<file path="src/rtl/lsu_pkg.sv">
// lsu_pkg: funct3 width codes and FSM state type shared by the memory-stage LSU
package lsu_pkg;
   localparam logic [2:0] F3_B  = 3'b000;
   localparam logic [2:0] F3_H  = 3'b001;
   localparam logic [2:0] F3_W  = 3'b010;
   localparam logic [2:0] F3_BU = 3'b100;
   localparam logic [2:0] F3_HU = 3'b101;
   typedef enum logic [1:0] {IDLE, REQ, RESP} lsu_state_t;
endpackage

</file>
<file path="src/rtl/lsu_align.sv">
// lsu_align: store lane formatting, load extraction/extension and access classification
module lsu_align
   import lsu_pkg::*;
#(
   parameter int XLEN = 32
)
(
   input  logic [2:0]      funct3,
   input  logic            we,
   input  logic [1:0]      addr,
   input  logic [XLEN-1:0] store_data,
   input  logic [XLEN-1:0] rdata,
   output logic [3:0]      wstrb,
   output logic [XLEN-1:0] wdata,
   output logic [XLEN-1:0] load_data,
   output logic            misaligned,
   output logic            illegal
);
   logic [1:0]  size;
   logic        sx;
   logic [7:0]  byte_v;
   logic [15:0] half_v;
   // Lane replication/strobes for stores, shifted and extended data for loads
   always_comb begin
      size = funct3[1:0];
      sx = ~funct3[2];
      byte_v = 8'(rdata >> {addr, 3'b000});
      half_v = 16'(rdata >> {addr[1], 4'b0000});
      load_data = size == F3_B[1:0] ? {{(XLEN-8){sx & byte_v[7]}}, byte_v}
                : size == F3_H[1:0] ? {{(XLEN-16){sx & half_v[15]}}, half_v} : rdata;
      wdata = size == F3_B[1:0] ? {(XLEN/8){store_data[7:0]}}
            : size == F3_H[1:0] ? {(XLEN/16){store_data[15:0]}} : store_data;
      wstrb = !we ? 4'b0000 : size == F3_B[1:0] ? 4'b0001 << addr
            : size == F3_H[1:0] ? 4'b0011 << {addr[1], 1'b0} : 4'b1111;
      misaligned = (size == F3_H[1:0] & addr[0]) | (size == F3_W[1:0] & addr != 2'b00);
      illegal = size == 2'b11 | (funct3[2] & (we | funct3[1]));
   end
endmodule

</file>
<file path="src/rtl/stage_lsu.sv">
// stage_lsu: memory-stage load/store unit driving a single-outstanding req/gnt/rvalid bus
module stage_lsu
   import lsu_pkg::*;
#(
   parameter int XLEN    = 32,
   parameter int TIMEOUT = 255
)
(
   input  logic            clk,
   input  logic            rst,
   input  logic            execute_mem_valid,
   input  logic            execute_mem_write,
   input  logic [2:0]      execute_funct3,
   input  logic [XLEN-1:0] execute_alu_result,
   input  logic [XLEN-1:0] execute_store_data,
   output logic            bus_req,
   output logic            bus_we,
   output logic [XLEN-1:0] bus_addr,
   output logic [XLEN-1:0] bus_wdata,
   output logic [3:0]      bus_wstrb,
   input  logic            bus_gnt,
   input  logic            bus_rvalid,
   input  logic [XLEN-1:0] bus_rdata,
   output logic [XLEN-1:0] mem_read_data,
   output logic            mem_load_valid,
   output logic            lsu_stall,
   output logic            lsu_misaligned,
   output logic            lsu_bus_error
);
   localparam int CW = $clog2(TIMEOUT + 1);
   lsu_state_t      state_q, state_d;
   logic [XLEN-1:0] addr_q, addr_d, wdata_q, wdata_d, rdata_q, rdata_d;
   logic [2:0]      f3_q, f3_d;
   logic            we_q, we_d;
   logic [3:0]      wstrb_q, wstrb_d;
   logic [CW-1:0]   cnt_q, cnt_d;
   logic            load_valid_q, load_valid_d, mis_q, mis_d, err_q, err_d;
   logic            idle, accept, done, timeout;
   logic [3:0]      a_wstrb;
   logic [XLEN-1:0] a_wdata, a_load;
   logic            a_mis, a_ill;

   assign idle    = state_q == IDLE;
   assign accept  = idle & execute_mem_valid & ~a_ill & ~a_mis;
   assign done    = (state_q == REQ & bus_gnt & bus_rvalid) | (state_q == RESP & bus_rvalid);
   assign timeout = ~idle & ~done & cnt_q == CW'(TIMEOUT);

   // Idle: classify/format the incoming op; busy: extract the captured load from bus_rdata
   lsu_align #(.XLEN(XLEN)) u_align (
      .funct3     (idle ? execute_funct3 : f3_q),
      .we         (idle ? execute_mem_write : we_q),
      .addr       (idle ? execute_alu_result[1:0] : addr_q[1:0]),
      .store_data (execute_store_data),
      .rdata      (bus_rdata),
      .wstrb      (a_wstrb),
      .wdata      (a_wdata),
      .load_data  (a_load),
      .misaligned (a_mis),
      .illegal    (a_ill)
   );

   // Next state, payload capture, timeout count and one-cycle status pulses
   always_comb begin
      state_d = accept ? REQ : (done | timeout) ? IDLE : (state_q == REQ & bus_gnt) ? RESP : state_q;
      cnt_d = accept ? '0 : idle ? cnt_q : cnt_q + 1'b1;
      addr_d = accept ? execute_alu_result : addr_q;
      f3_d = accept ? execute_funct3 : f3_q;
      we_d = accept ? execute_mem_write : we_q;
      wdata_d = accept ? a_wdata : wdata_q;
      wstrb_d = accept ? a_wstrb : wstrb_q;
      rdata_d = timeout ? '0 : (done & ~we_q) ? a_load : rdata_q;
      load_valid_d = done & ~we_q;
      mis_d = idle & execute_mem_valid & ~a_ill & a_mis;
      err_d = timeout;
   end

   // State and output registers, cleared by synchronous active-low reset
   always_ff @(posedge clk) begin
      if (!rst) begin
         state_q      <= IDLE;
         cnt_q        <= '0;
         addr_q       <= '0;
         f3_q         <= '0;
         we_q         <= 1'b0;
         wdata_q      <= '0;
         wstrb_q      <= '0;
         rdata_q      <= '0;
         load_valid_q <= 1'b0;
         mis_q        <= 1'b0;
         err_q        <= 1'b0;
      end else begin
         state_q      <= state_d;
         cnt_q        <= cnt_d;
         addr_q       <= addr_d;
         f3_q         <= f3_d;
         we_q         <= we_d;
         wdata_q      <= wdata_d;
         wstrb_q      <= wstrb_d;
         rdata_q      <= rdata_d;
         load_valid_q <= load_valid_d;
         mis_q        <= mis_d;
         err_q        <= err_d;
      end
   end

   assign bus_req        = state_q == REQ;
   assign bus_we         = we_q;
   assign bus_addr       = {addr_q[XLEN-1:2], 2'b00};
   assign bus_wdata      = wdata_q;
   assign bus_wstrb      = wstrb_q;
   assign mem_read_data  = rdata_q;
   assign mem_load_valid = load_valid_q;
   assign lsu_stall      = accept | (~idle & ~done & ~timeout);
   assign lsu_misaligned = mis_q;
   assign lsu_bus_error  = err_q;
endmodule

</file>
<file path="config.mk">
export PLATFORM = sky130hd
export DESIGN_NAME = stage_lsu
export DESIGN_NICKNAME = d
export VERILOG_FILES = /design/src/rtl/lsu_pkg.sv /design/src/rtl/lsu_align.sv /design/src/rtl/stage_lsu.sv
export SDC_FILE = /design/constraint.sdc
export NUM_CORES = 1
export LEC_CHECK = 0
export BUFFER_PORTS_ARGS = -buffer_cell sky130_fd_sc_hd__buf_4
export CAP_MARGIN = 20
export CORE_MARGIN = 3
export CORE_UTILIZATION = 50
export DETAILED_ROUTE_END_ITERATION = 8
export PLACE_DENSITY_LB_ADDON = 0.15
export SLEW_MARGIN = 20
export SYNTH_ARGS = -nofsm -noshare
export SYNTH_HDL_FRONTEND = slang
export SYNTH_SLANG_ARGS = --single-unit
export TNS_END_PERCENT = 1
</file>
<file path="constraint.sdc">
create_clock -name clk -period 3.8 [get_ports clk]
set_input_delay 1.14 -clock clk [delete_from_list [all_inputs] [get_ports clk]]
set_output_delay 1.14 -clock clk [all_outputs]
set_load 0.03 [all_outputs]
</file>
# After elaboration in Yosys (flattened, before gate mapping)
# Cells that the tools add are included.
dict set report totals {
  ff_bits 117
  in_bits 105
  out_inout_bits 106
  wordCells 73
}
dict set report op_classes {
  addsub 1
  eq_ne 6
  shift 4
  muxes 13
  bitwise_logic 30
  n_reduce_logical 7
}
# op n
set ops {}
lappend ops {{2-to-1 mux 32 bit} 4}
lappend ops {{>> shifter 32 x 5 -> 16 bit} 1}
lappend ops {{>> shifter 32 x 5 -> 8 bit} 1}
lappend ops {{bitwise AND 1 bit} 16}
lappend ops {{2-to-1 mux 4 bit} 3}
lappend ops {{adder 8 x 1 -> 8 bit (second input constant)} 1}
lappend ops {{== test 8 bit (second input constant)} 1}
lappend ops {{NOT 1 bit} 8}
lappend ops {{== test 2 bit (second input constant)} 3}
lappend ops {{OR 1 bit} 6}
lappend ops {{== test 2 x 1 -> 1 bit (second input constant)} 2}
lappend ops {{logical NOT 2 bit} 2}
lappend ops {{2-to-1 mux 1 bit} 4}
lappend ops {{OR reduction 2 bit} 2}
lappend ops {{<< shifter 1 x 2 -> 4 bit (first input constant)} 1}
lappend ops {{<< shifter 2 x 2 -> 4 bit (first input constant)} 1}
lappend ops {{2-to-1 mux 3 bit} 1}
lappend ops {{nonzero test 3 bit} 1}
lappend ops {{OR reduction 3 bit} 1}
lappend ops {{2-to-1 mux 2 bit} 1}
lappend ops {{nonzero test 2 bit} 1}

# Logic depth before layout (Yosys ltp)
dict set report logic_depth {
  depth_word 10
  depth_mapped 9
  depth_no_buf 6
}

# By module
# Synthesis repeated with hierarchy kept, for this count alone.
dict set report unflattened {
  cells_unflattened 766
  hier_area_um2 5790.6
}
# module instances cells_each area_each_um2
set modules_own_cells {}
lappend modules_own_cells {stage_lsu 1 560 4489.3}
lappend modules_own_cells {lsu_align 1 206 1301.2}

# Least setup slack after synthesis
# Ideal clock, no wire load.
dict set report synth_path {
  path_type {input -> output}
  start {in execute_funct3[1]}
  end {out lsu_stall}
  arrival_time_ns 2.586
  path_slack_ns 0.074
  cell_stages 6
  path_buffers 2
  cell_sequence {nor3b_1 > or2_1 > buf_2 > a32o_2 > clkbuf_1 > o32ai_1}
}
dict set report synth_between {
  elab_chain_cells 8
  word_cells_on_any_way 15
  classes_between {3 x eq/ne; 1 x mux; 11 x bitwise}
}
# item line
set synth_rtl {}
lappend synth_rtl {{start, declared} stage_lsu.sv:13} ;# input logic [2:0] execute_funct3,
lappend synth_rtl {{2-to-1 mux 3 bit *} stage_lsu.sv:50} ;# .funct3 (idle ? execute_funct3 : f3_q),
lappend synth_rtl {{OR 1 bit} lsu_align.sv:36} ;# illegal = size == 2'b11 | (funct3[2] & (we | funct3[1]));
lappend synth_rtl {{bitwise AND 1 bit} lsu_align.sv:36}
lappend synth_rtl {{OR 1 bit} lsu_align.sv:36}
lappend synth_rtl {{NOT 1 bit} stage_lsu.sv:44} ;# assign accept = idle & execute_mem_valid & ~a_ill & ~a_mis;
lappend synth_rtl {{bitwise AND 1 bit} stage_lsu.sv:44}
lappend synth_rtl {{bitwise AND 1 bit *} stage_lsu.sv:44}
lappend synth_rtl {{OR 1 bit *} stage_lsu.sv:113} ;# assign lsu_stall = accept | (~idle & ~done & ~timeout);
lappend synth_rtl {{end, declared} stage_lsu.sv:26} ;# output logic lsu_stall,
# Every way passes the cells marked *; elsewhere a longest branch is shown, timed or not.

# Final worst setup path
# Same ends and word-level chain as after synthesis.

==> results by group <==
Setup path
  • Slowest stage cell on the critical path: sky130_fd_sc_hd__or2_1
  • Cell family with the largest share of critical-path delay: compound AO/OA/AOI/OAI gates
  • Stage delay of the slowest cell on the critical path: 0.28 ns
  • Required time reported for the critical path endpoint: 2.66 ns
  • Category of the critical setup timing path: input port to primary output
  • Worst R2R Path Depth: 6
  • Endpoint class of the critical path: primary output
  • Arrival time at the worst endpoint: 2.40 ns
  • Critical Path Source Type: input port
  • Path length in cells of the critical path: 6
  • Ordered list of cells on the worst path: buf_4 -> nor3b_1 -> or2_1 -> a32o_2 -> o32ai_1 -> buf_4
  • Peak fanout along the critical path: 6
  • Most used cell along the critical path: sky130_fd_sc_hd__buf_4
  • WP buf/inv: 2

Power
  • Design internal power: 2.77 mW
  • Power density over the cells: 531 nW/µm²
  • Leakage power: 3.19 nW
  • Switching fraction of total power: 31.7%
  • Sw power: 1.29 mW
  • Part of the total power dissipated in the clock network: 40.3%
  • Combinational share of power: 25.7%
  • Fraction of power consumed by sequential logic: 34.0%
  • Largest voltage drop on the vdd net: 0.000317 V

Hold path
  • Hold WC Path Type: flip-flop to flip-flop
  • Min-Delay Path Depth: 2

Yosys
  • Dominant synthesized flop cell: sky130_fd_sc_hd__dfxtp_1
  • Flops & latches, synth: 117
  • Proportion of synthesized chip area in sequential cells: 40.7%
  • Cell types occupying the most area after synthesis: sky130_fd_sc_hd__dfxtp_1 41%, sky130_fd_sc_hd__a21oi_1 9.5%, sky130_fd_sc_hd__buf_4 5.6%, sky130_fd_sc_hd__nand3_1 5.6%, sky130_fd_sc_hd__o21ai_0 5.5%
  • Post-synth EDFFs: 0
  • Synth async-reset ratio: 0%
  • Average cell area after synthesis: 8.38 µm²
  • Yosys top cell area share: 40.7%
  • Post-synthesis cell type with the largest combined area: sky130_fd_sc_hd__dfxtp_1
  • Count of unique library cells instantiated by Yosys: 59
  • Yosys warning count: 0
  • Synth Cell Area: 5750 µm²
  • Number of standard cells after synthesis: 686

STA
  • Total negative setup slack: 0 ns
  • Worst Tran Pin Value: 0.997 ns
  • Worst relative slew slack: 33.5%
  • Clock skew: 0.00826 ns
  • Final Max Slew Viols: 0
  • Setup repair after global routing missed its margin: false
  • Fmax: 283 MHz
  • Final-report hold violation count: 0
  • Portion of the clock cycle consumed by the worst path in the final layout: 93.1%
  • Final critical delay including setup and external delays: 3.54 ns
  • Final setup violation count: 0

Drt
  • Via-per-instance ratio: 6.06
  • First-pass iteration count of the detailed router: 5
  • Vias after detailed routing: 6021
  • Antenna-violating nets left: 0
  • Initial DRC count: 745
  • Post-DR wirelength/cell: 18.1 µm
  • Drt drc: 0
  • Routed wire length: 18000 µm

Die
  • Width of the die: 113 µm
  • Total die area: 12800 µm²
  • Effective utilization at floorplan: 52.1%
  • FP Rows: 38
  • Area of the core region: 11000 µm²
  • Top-level I/O count: 211
  • Die boundary height: 113 µm

Clock network
  • CTS tree: done
  • H-tree depth: 4
  • TritonCTS buffer count: 17
  • Clk pin slew, worst setup/hold paths: 0.06 ns
  • Post-CTS Setup Inserts: 0
  • Post_cts resized: 0
  • # hold bufs at CTS: 0
  • CTS root buf: sky130_fd_sc_hd__clkbuf_16
  • Maximum count of clock buffers along a single path: 2
  • Clk sinks: 117
  • Clk Latency, worst-skew pair: 0.41 ns

Cells and area
  • ANT cells: 0
  • Filler instances: 908
  • Layout cells sized above 1: 33.3%
  • Number of nets at the end of the flow: 948
  • Area overhead of the layout relative to synthesis: 33.2%
  • Post-route standard cell area excluding fillers: 7660 µm²

Place
  • Half-perimeter wire length after placement: 12600 µm
  • Post-Place Cell Area: 7060 µm²
  • Weighted congestion reported at the end of routability-driven placement: 0.941
  • Number of buffers inserted by port buffering: 208

GRT
  • Pin count of the biggest net entering global routing: 48
  • Antenna violations before repair: 0
  • Via count of the first global-routing pass: 5758
  • Total gr overflow: 0
  • First-pass GRT wire length: 28600 µm
  • Total routing usage reported by global routing: 27.4%

Run status
  • Outcome: finished clean

Run
  • Max-capacitance violation count: 0
==> power groups by stage <==
| stage | registers, mW | clock network (mW) | logic [mW] |
|---|---|---|---|
| 2_1_floorplan | 1.51 | 0 | 0.614 |
| 3_3_place_gp | 1.40 | 0 | 1.02 |
| 3_5_place_dp | 1.41 | 0 | 1.03 |
| 4_1_cts | 1.38 | 1.65 | 1.04 |
| 5_1_grt | 1.39 | 1.71 | 1.13 |
| 6_report | 1.38 | 1.64 | 1.04 |
==> worst paths after layout <==
path / startpoint / end / slack, ns
max: execute_funct3[1] / lsu_stall / 0.26
min: mem_read_data[4] / mem_read_data[4] / 0.47
max reg2reg: state_q[1] / bus_wdata[25] / 0.73
min reg2reg: mem_read_data[4] / mem_read_data[4] / 0.47
==> worst register-to-register path, stage by stage, from the launching register on <==
cell and delay [ns]:
sky130_fd_sc_hd__dfxtp_1 0.50, sky130_fd_sc_hd__nor2_4 0.36, sky130_fd_sc_hd__mux2_2 0.46, sky130_fd_sc_hd__a32o_2 0.26, sky130_fd_sc_hd__buf_4 0.27, sky130_fd_sc_hd__nor2_2 0.84
sky130_fd_sc_hd__a311oi_1 0.22
==> cell usage after synthesis (all sizes together), types with 2 or more instances <==
cell type / count
a22oi: 8
a21o: 2
a311oi: 24
nor3b: 3
inv: 4
nor2b: 2
nand3: 64
and2: 4
nand2b: 9
or3b: 2
a21oi: 112
buf: 63
clkbuf: 28
or2: 2
o21ai: 86
nor3: 2
xnor2: 3
mux2i: 4
nand3b: 2
mux2: 9
a211o: 8
xor2: 4
dfxtp: 117
a22o: 2
o31ai: 7
nand4: 7
nand2: 47
nor4: 3
a2111oi: 2
nor2: 24
a31oi: 8
a32o: 4
a222oi: 7
o21a: 3
==> flip-flops by register name (all words and copies together) (netlist names) <==
signal	flops
bus_wdata	32
bus_wstrb	4
cnt_q	8
mem_read_data	32
lsu_misaligned	1
mem_load_valid	1
addr_q	32
bus_we	1
lsu_bus_error	1
f3_q	3
state_q	2
==> cell type report <==
class                   instances  area [µm²]  share of cell area (%)
clock inverters                 9         128                    1.67
clock buffers                  21         470                    6.14
well taps                     140         175                    2.29
repair buffers                227        1700                    22.3
multi-input cells             475        2820                    36.9
flip-flops and latches        117        2340                    30.6
inverters                       4        15.0                   0.196
==> metal layers <==
| layer | routed length, µm | up-vias | track usage (%) |
|---|---|---|---|
| met1 | 7460 | 2818 | 37.2 |
| met4 | 376 | 0 | 10.4 |
| met5 | 0 | - | 0 |
| met2 | 8290 | 357 | 41.3 |
| met3 | 1860 | 37 | 8.13 |
| li1 | - | 2809 | - |
==> through the flow <==
step | utilization [%] | std cells | setup slack [ns] | power (mW) | hold WS, ns
finish | 69.4 | 993 | 0.261 | 4.07 | 0.475
global route | 69.4 | 993 | 0.176 | 4.23 | 0.487
CTS | 69.4 | 993 | 0.261 | 4.07 | 0.474
detailed placement | 64.0 | 963 | 0.259 | 2.44 | 0.466
global placement | 64.0 | 963 | 0.300 | 2.42 | 0.455
floorplan | - | 687 | 0.0741 | 2.12 | 0.449
==> cell usage in the layout, fill, tap and decap left out, types with 3 or more instances in the layout <==
master,count
sky130_fd_sc_hd__xnor2_1,3
sky130_fd_sc_hd__a22oi_1,8
sky130_fd_sc_hd__o21ai_1,21
sky130_fd_sc_hd__clkinv_2,3
sky130_fd_sc_hd__nand4_1,7
sky130_fd_sc_hd__clkbuf_16,17
sky130_fd_sc_hd__xor2_1,4
sky130_fd_sc_hd__a222oi_1,7
sky130_fd_sc_hd__nand2_1,47
sky130_fd_sc_hd__clkbuf_8,3
sky130_fd_sc_hd__bufinv_16,3
sky130_fd_sc_hd__nor2_1,22
sky130_fd_sc_hd__and2_1,4
sky130_fd_sc_hd__a21oi_2,3
sky130_fd_sc_hd__clkinvlp_4,3
sky130_fd_sc_hd__a211o_1,8
sky130_fd_sc_hd__a21oi_1,109
sky130_fd_sc_hd__nand2b_1,9
sky130_fd_sc_hd__dfxtp_1,117
sky130_fd_sc_hd__nand3_1,64
sky130_fd_sc_hd__a32o_1,3
sky130_fd_sc_hd__a31oi_1,7
sky130_fd_sc_hd__inv_1,3
sky130_fd_sc_hd__o21a_1,3
sky130_fd_sc_hd__buf_4,227
sky130_fd_sc_hd__o21ai_0,63
sky130_fd_sc_hd__mux2_2,9
sky130_fd_sc_hd__mux2i_1,4
sky130_fd_sc_hd__o31ai_1,7
sky130_fd_sc_hd__a311oi_1,24
==> cells by family (layout without fill, tap and decap cells) <==
group	Yosys count	in the layout	share of synthesized area [%]
other	1	2	0.0652
DFF	117	117	40.7
AOI/OAI and AO/OA	277	277	29.7
buffers and inverters	95	261	10.3
muxes	13	13	2.46
adders and majority gates	1	1	0.218
and+or+nand+nor	175	175	15.4
xor gates and xnor gates	7	7	1.07
(Power assumes the default switching activity.)
